`config.mk`:
```
export PLATFORM = sky130hd
export DESIGN_NAME = seq_mult_ctrl
export DESIGN_NICKNAME = d
export VERILOG_FILES = /design/src/rtl/seq_mult_ctrl.sv
export SDC_FILE = /design/constraint.sdc
export NUM_CORES = 1
export LEC_CHECK = 0
export ABC_CLOCK_PERIOD_IN_PS = 7100
export CAP_MARGIN = 20
export CORE_ASPECT_RATIO = 0.7
export CORE_UTILIZATION = 61
export CTS_CLUSTER_SIZE = 12
export DETAILED_ROUTE_END_ITERATION = 16
export PLACE_DENSITY_LB_ADDON = 0.08
export SKIP_LAST_GASP = 1
export SLEW_MARGIN = 20
export SYNTH_ARGS = -nofsm -noshare
export SYNTH_HDL_FRONTEND = slang
export SYNTH_SLANG_ARGS = --single-unit
```
`constraint.sdc`:
```
create_clock -name clk -period 7.1 [get_ports clk]
set_clock_uncertainty 0.1 [all_clocks]
set_input_delay 0.71 -clock clk [delete_from_list [all_inputs] [get_ports clk]]
set_output_delay 0.71 -clock clk [all_outputs]
set_load 0.1 [all_outputs]
```
`src/rtl/seq_mult_ctrl.sv`:
```
// Iterative shift-add multiplier: start accepted in IDLE/DONE, done pulses WIDTH+2 edges later.
// start is ignored while busy (no queueing); hi/lo hold the last product until the next result.
module seq_mult_ctrl #(
  parameter int WIDTH  = 32,
  parameter bit SIGNED = 1'b1
) (
  input  logic             clk,
  input  logic             rst,
  input  logic             start,
  input  logic [WIDTH-1:0] op1,
  input  logic [WIDTH-1:0] op2,
  output logic             busy,
  output logic             done,
  output logic [WIDTH-1:0] hi,
  output logic [WIDTH-1:0] lo
);

  localparam int CW = $clog2(WIDTH + 1);
  localparam int PW = 2 * WIDTH;

  typedef enum logic [2:0] {
    S_IDLE,
    S_PREP,
    S_ITER,
    S_SIGN,
    S_DONE
  } state_t;

  state_t           state_q, state_d;
  logic [CW-1:0]    cnt_q, cnt_d;
  logic             neg_q, neg_d;
  logic [WIDTH-1:0] mcand_q, mcand_d;
  logic [WIDTH-1:0] mplier_q, mplier_d;
  logic [WIDTH-1:0] acc_hi_q, acc_hi_d;
  logic [WIDTH-1:0] hi_q, hi_d;
  logic [WIDTH-1:0] lo_q, lo_d;
  logic [WIDTH:0]   sum;
  logic [PW-1:0]    prod;

  // Unsigned magnitude; the most negative value maps to 2^(WIDTH-1) without overflow.
  function automatic logic [WIDTH-1:0] mag(input logic [WIDTH-1:0] x);
    if (SIGNED && x[WIDTH-1]) begin
      return ~x + WIDTH'(1);
    end
    return x;
  endfunction

  always_comb begin
    state_d  = state_q;
    cnt_d    = cnt_q;
    neg_d    = neg_q;
    mcand_d  = mcand_q;
    mplier_d = mplier_q;
    acc_hi_d = acc_hi_q;
    hi_d     = hi_q;
    lo_d     = lo_q;
    sum      = '0;
    prod     = '0;

    case (state_q)
      S_IDLE, S_DONE: begin
        if (start) begin
          // Raw operands parked in mcand/mplier; magnitudes are taken in PREP.
          state_d  = S_PREP;
          mcand_d  = op1;
          mplier_d = op2;
          neg_d    = SIGNED & (op1[WIDTH-1] ^ op2[WIDTH-1]);
        end else begin
          state_d = S_IDLE;
        end
      end
      S_PREP: begin
        mcand_d  = mag(mcand_q);
        mplier_d = mag(mplier_q);
        acc_hi_d = '0;
        cnt_d    = '0;
        state_d  = S_ITER;
      end
      S_ITER: begin
        sum = {1'b0, acc_hi_q} + {1'b0, (mplier_q[0] ? mcand_q : {WIDTH{1'b0}})};
        {acc_hi_d, mplier_d} = {sum, mplier_q[WIDTH-1:1]};
        cnt_d = cnt_q + CW'(1);
        if (cnt_q == CW'(WIDTH - 1)) begin
          state_d = S_SIGN;
        end
      end
      S_SIGN: begin
        prod = {acc_hi_q, mplier_q};
        if (neg_q) begin
          prod = ~prod + PW'(1);
        end
        hi_d    = prod[PW-1:WIDTH];
        lo_d    = prod[WIDTH-1:0];
        state_d = S_DONE;
      end
      default: state_d = S_IDLE;
    endcase
  end

  always_ff @(posedge clk or negedge rst) begin
    if (!rst) begin
      state_q  <= S_IDLE;
      cnt_q    <= '0;
      neg_q    <= 1'b0;
      mcand_q  <= '0;
      mplier_q <= '0;
      acc_hi_q <= '0;
      hi_q     <= '0;
      lo_q     <= '0;
    end else begin
      state_q  <= state_d;
      cnt_q    <= cnt_d;
      neg_q    <= neg_d;
      mcand_q  <= mcand_d;
      mplier_q <= mplier_d;
      acc_hi_q <= acc_hi_d;
      hi_q     <= hi_d;
      lo_q     <= lo_d;
    end
  end

  assign busy = (state_q == S_PREP) || (state_q == S_ITER) || (state_q == S_SIGN);
  assign done = (state_q == S_DONE);
  assign hi   = hi_q;
  assign lo   = lo_q;

endmodule
```
==> impl_metrics.csv, run 1 <==
group,metric,value,unit
setup_path,worst-path-stages,8,
finish,num-fill-cells,1339,
setup_path,arrival,3860,ps
synth,synth_cell_type_count,73,
setup_path,start_kind,"flop",
clock_tree,clk_path_buf_depth,2,
synth,avgSynthCellArea,8.12,sq um
synth,syn_nets,1462,
timing,fin_tns_setup,0,ps
die,dieArea,18600,sq um
detailed_routing,drt-pass1-iter-count,6,
setup_path,cp_max_fo,33,
clock_tree,cts-root-buf,"clkbuf_16",
timing,finalSetupViolations,0,
finish,areaGrowthSynthToFinish,17.8,%
die,initial_core_util,63.4,%
detailed_routing,routed.top_layer,"met4",
setup_path,slowest_delay,740,ps
timing,slew_viol_final,0,
finish,layout-drive-gt1-share,4.70,%
synth,ys_seq_elements,170,
setup_path,end_kind,"flop",
setup_path,critPathSlowestCell,"nor4_1",
timing,fin_crit_sh,51.7,%
clock_tree,cts_buffers,17,
synth,syn_inst,1359,
clock_tree,postCtsHoldBufs,0,
global_route,grt_max_degree,105,
finish,antennaDiodeCount,0,
timing,max_freq,0.273,GHz
global_route,antenna_found_initial,0,
detailed_routing,via_per_inst,6.33,
synth,yosysSeqAreaShare,38.5,%
detailed_routing,wl_met2,12500,microns
die,die-height,115,microns
clock_tree,cts_resized,0,
finish,layout_commonest_cell,"nand2_1",
detailed_routing,drc,0,
detailed_routing,wl_per_cell,18.7,microns
synth,synthArstFlopShare,100,%
setup_path,worstPathRequired,7300,ps
global_route,grt_overflow,0,
synth,synthesis.area,11000,sq um
setup_path,critPathBufInv,1,
timing,rsz0062_at_grt,"no",
synth,synth-edff-count,0,
timing,maxSlewHeadroom,31.6,%
flow_run,maxCapViolations,0,
synth,ys_warn_count,0,
placement,portBuffers,132,
detailed_routing,wl_met1,15100,microns
die,die_width,163,microns
timing,worstMarginPinSlew,1020,ps
die,std_cell_rows,40,
setup_path,crit_type,"reg -> reg",
placement,dp_hpwl,22700,microns
placement,globalplace.congestion,0.965,
detailed_routing,via_count,10600,
die,pin_count,133,
finish,final_cell_mix,"217 x nand2_1, 209 x o21ai_0, 169 x dfrtp_1",
setup_path,crit_chain,"inv_1 -> ha_1 -> or4b_1 -> nor4_1 -> nand4_1 -> o31ai_1 -> xor2_1 -> o21ai_0",
run_status,outcome,"finished, final reports clean",
finish,final_nets,1538,
setup_path,crit_family,"simple AND/OR/NAND/NOR gates",
clock_tree,worst_skew_pair.late_latency,450,ps
timing,finalCriticalPeriod,3670,ps
hold_path,hold_path.class,"in -> async",
timing,hold_violations,0,
detailed_routing,wl_met3,3570,microns
global_route,grt_usage,34.8,%
synth,synthFlopType,"dfrtp_1",
die,design.core.area,17400,sq um
detailed_routing,routed_wirelength,31400,microns
global_route,grt_pass1_wl,50600,microns
clock_tree,clk_pin_slew,70,ps
setup_path,rr_worst_depth,8,
detailed_routing,drtAntennaViolNets,0,
clock_tree,htree_levels,4,
detailed_routing,first_iter_violations,1379,
finish,final_util,74.6,%
clock_tree,cts_tree,"built",
global_route,grt_pass1_vias,9340,
clock_tree,clock-sinks,170,
clock_tree,cts_setup_buffers,0,
[stage by stage]
stage	hold slack, ps	area [sq um]	setup slack (ps)	cells
global route	133	13000	3150	1679
CTS	116	13000	3450	1679
detailed placement	368	12400	3450	1647
finish	89.8	13000	3430	1679
global placement	360	12400	3640	1647
floorplan	314	11000	3660	1359
[sequential cells by signal (all words and copies together), names as in the netlist]
signal	cells
acc_hi_q	32
lo	32
state_q	3
hi	32
cnt_q	6
neg_q	1
mplier_q	32
mcand_q	32
[cell families (layout without fill, tap and decap cells)]
| group | after synthesis | after routing | share of synthesized area (%) |
|---|---|---|---|
| compound gates | 438 | 438 | 24.0 |
| fa+ha+maj | 36 | 36 | 4.15 |
| xor+xnor | 91 | 91 | 7.22 |
| buf+inv | 105 | 194 | 3.74 |
| flops | 170 | 170 | 38.5 |
| simple gates | 516 | 516 | 22.1 |
| mux | 3 | 3 | 0.283 |
[path summary, 6_finish.rpt]
check | start | endpoint | slack, ps
worst min register to register | hi[3] | hi[3] | 380
worst max-delay path | mplier_q[0] | hi[30] | 3430
worst min-delay path | rst | hi[21] | 90
min in group clk | hi[3] | hi[3] | 380
worst max register to register | mplier_q[0] | hi[30] | 3430
max in group asynchronous | rst | neg_q | 5610
[area by class of cell]
cell class                      count  area [sq um]  share of cell area, %
Clock buffer                       20           447                   3.44
Clock inverter                     12           126                  0.972
Inverter                           19          71.3                  0.549
Multi-Input combinational cell   1084          6400                   49.3
Sequential cell                   170          4260                   32.7
Tap cell                          231           289                   2.22
Timing Repair Buffer              143          1410                   10.8
[synthesized netlist by cell type, drive strengths merged (5+ instances only)]
| cell | number | area share (%) |
|---|---|---|
| o22ai | 19 | 1.1 |
| a22oi | 9 | 0.61 |
| a222oi | 21 | 1.9 |
| dfrtp | 170 | 39 |
| nand2b | 9 | 0.51 |
| nand2 | 217 | 7.4 |
| a211oi | 5 | 0.34 |
| a21oi | 82 | 3.7 |
| nor2b | 5 | 0.28 |
| a221oi | 7 | 0.56 |
| nor4 | 13 | 0.91 |
| and2 | 30 | 1.7 |
| buf | 11 | 0.54 |
| nand4 | 16 | 0.96 |
| nand3 | 22 | 1.0 |
| a21o | 11 | 0.75 |
| o21ai | 212 | 9.6 |
| ha | 35 | 4.0 |
| or4 | 11 | 0.79 |
| or3 | 21 | 1.4 |
| xor2 | 76 | 6.0 |
| nor2 | 117 | 4.0 |
| o41ai | 5 | 0.57 |
| nor3 | 29 | 1.4 |
| or2 | 6 | 0.34 |
| inv | 19 | 0.65 |
| o211ai | 9 | 0.61 |
| o31ai | 14 | 1.1 |
| a31oi | 13 | 0.74 |
| xnor2 | 15 | 1.2 |
| clkbuf | 75 | 2.6 |
[routing by layer]
layer / global-route usage [%] / up-vias
li1: - / 5057
met3: 8.37 / 22
met5: 0 / -
met4: 7.48 / 0
met1: 56.6 / 4951
met2: 45.4 / 595
Power of run 1 is not shown: default switching activity piles up to over one toggle a cycle in this logic, so the estimate is an artifact.
==> run 2: changes to the inputs <==
--- a/config.mk
+++ b/config.mk
@@ -5,10 +5,10 @@
 export SDC_FILE = /design/constraint.sdc
 export NUM_CORES = 1
 export LEC_CHECK = 0
-export ABC_CLOCK_PERIOD_IN_PS = 7100
+export ABC_CLOCK_PERIOD_IN_PS = 3430
 export CAP_MARGIN = 20
 export CORE_ASPECT_RATIO = 0.7
-export CORE_UTILIZATION = 61
+export CORE_UTILIZATION = 57
 export CTS_CLUSTER_SIZE = 12
 export DETAILED_ROUTE_END_ITERATION = 16
 export PLACE_DENSITY_LB_ADDON = 0.08
==> constraint.sdc (replaced) <==
create_clock -name clk -period 3.43 [get_ports clk]
set_clock_uncertainty 0.1 [all_clocks]
set_input_delay 0.343 -clock clk [delete_from_list [all_inputs] [get_ports clk]]
set_output_delay 0.343 -clock clk [all_outputs]
set_load 0.1 [all_outputs]
==> run 2 against run 1 <==
Core utilization shrank 4.5 points; sequential cell count unchanged; clock-buffer cell count decreased by 1; fmax increased by 15%.
==> impl_metrics.csv, run 2 (synthesis gave the netlist of run 1 again) <==
group,metric,value,unit
setup_path,crit_type,"reg -> reg",
die,std_cell_rows,42,
setup_path,arrival,3390,ps
timing,finalSetupViolations,0,
clock_tree,cts-root-buf,"clkbuf_16",
setup_path,end_kind,"flop",
finish,seqCellArea,4260,sq um
finish,final_util,70.1,%
global_route,grt_max_degree,74,
timing,fin_tns_setup,0,ps
setup_path,worstPathRequired,3640,ps
timing,max_freq,0.315,GHz
detailed_routing,routed_wirelength,32000,microns
global_route,antenna_found_initial,0,
pwr,powerDensity,1140,nW/um^2
detailed_routing,via_per_inst,6.25,
global_route,use_met2,42.8,%
timing,maxSlewHeadroom,32.4,%
die,initial_core_util,58.3,%
run_status,outcome,"finished, final reports clean",
setup_path,crit_chain,"inv_1 -> ha_1 -> or4b_1 -> nor4_1 -> buf_4 -> nand4_1 -> o31ai_1 -> xor2_1 -> o21ai_0",
global_route,grt_overflow,0,
finish,final_cell_mix,"217 x nand2_1, 208 x o21ai_0, 169 x dfrtp_1",
clock_tree,clock-sinks,170,
finish,multi_input_area,6400,sq um
global_route,met1_usage,53.7,%
global_route,grt_pass1_wl,51300,microns
placement,dp_hpwl,23300,microns
clock_tree,clk_path_buf_depth,2,
detailed_routing,drc,0,
setup_path,start_kind,"flop",
flow_run,maxCapViolations,0,
finish,final_nets,1561,
detailed_routing,drt-pass1-iter-count,6,
clock_tree,cts_setup_buffers,0,
detailed_routing,drtAntennaViolNets,0,
die,die-height,118,microns
finish,layout-drive-gt1-share,6.39,%
timing,holdWs,377,ps
finish,antennaDiodeCount,0,
timing,fin_crit_sh,92.7,%
timing,worstMarginPinSlew,1010,ps
detailed_routing,wl_per_cell,18.7,microns
global_route,grt_pass1_vias,9573,
clock_tree,clk_pin_slew,80,ps
global_route,met3_usage,7.97,%
die,pin_count,133,
timing,hold_violations,0,
placement,globalplace.congestion,0.911,
setup_path,cp_max_fo,6,
global_route,grt_usage,32.8,%
die,dieArea,19900,sq um
global_route,grt-busiest-layer,"met1",
setup_path,critPathSlowestCell,"or4b_1",
die,die_width,168,microns
detailed_routing,via_count,10700,
clock_tree,htree_levels,4,
finish,num-fill-cells,1506,
clock_tree,cts_buffers,17,
pwr,peakVddDrop,0.704,mV
placement,portBuffers,132,
setup_path,slowest_delay,650,ps
clock_tree,cts_tree,"built",
die,design.core.area,18900,sq um
timing,slew_viol_final,0,
finish,layout_commonest_cell,"nand2_1",
hold_path,hold_path.class,"reg -> reg",
clock_tree,worst_skew_pair.late_latency,440,ps
finish,areaGrowthSynthToFinish,20.2,%
pwr,power_leakage,0.00562,uW
detailed_routing,first_iter_violations,1264,
timing,finalCriticalPeriod,3180,ps
timing,rsz0062_at_grt,"no",
run 2: through the flow:
step                      power (uW)  setup WS, ps  cells  cell area, sq um
after detailed placement       13000           223   1680             12600
after floorplan                10500           353   1359             11000
final                          15200           252   1713             13300
after global routing           16200          19.1   1713             13300
after CTS                      15100           215   1713             13300
after global placement         12800           381   1680             12600
run 2: report_power, final:
group / switching [uW] / internal [uW] / leakage, uW
logic: 6250 / 2840 / 0.00319
registers: 1210 / 2880 / 0.00213
clock network: 914 / 1080 / 0.000296
total: 8370 / 6800 / 0.00562
run 2: per-layer routing:
layer  up-vias  routed length [microns]
met1      5026                    15500
met5         -                        0
met2       548                    12700
met4         0                      302
li1       5092                        -
met3        33                     3400
run 2: layout make-up:
cell class                 instances  area share, %
timing repair buffer             166           12.2
clock buffer                      19           3.41
clock inverter                    13           1.18
inverter                          19          0.537
tap                              242           2.28
sequential                       170           32.1
multi-input combinational       1084           48.3
run 2: timing repair:
| item | in CTS | in global routing |
|---|---|---|
| gates resized for setup | 0 | 1 |
| hold endpoints to repair | 70 | 0 |
| hold buffers | 1 | 0 |
| setup endpoints to repair | 0 | 1 |
run 2: final timing paths:
kind | slack, ps | depth (start not counted) | endpoint | startpoint
hold / removal | 380 | 2 | lo[24] | lo[24]
setup / recovery | 250 | 9 | hi[24] | mplier_q[0]
max in group asynchronous | 2000 | 3 | mplier_q[15] | rst
min in group asynchronous | 400 | 2 | hi[18] | rst
setup reg to reg | 250 | 9 | hi[24] | mplier_q[0]
hold reg to reg | 380 | 2 | lo[24] | lo[24]
run 2: worst max-delay path: cells and delay by family, from the launching register on:
kind,cells,cell delay [ps]
xor+xnor,1,210
compound gates,2,430
buf+inv,2,330
simple gates,3,1300
flops,1,420
fa+ha+maj,1,270
(Power assumes the default switching activity.)
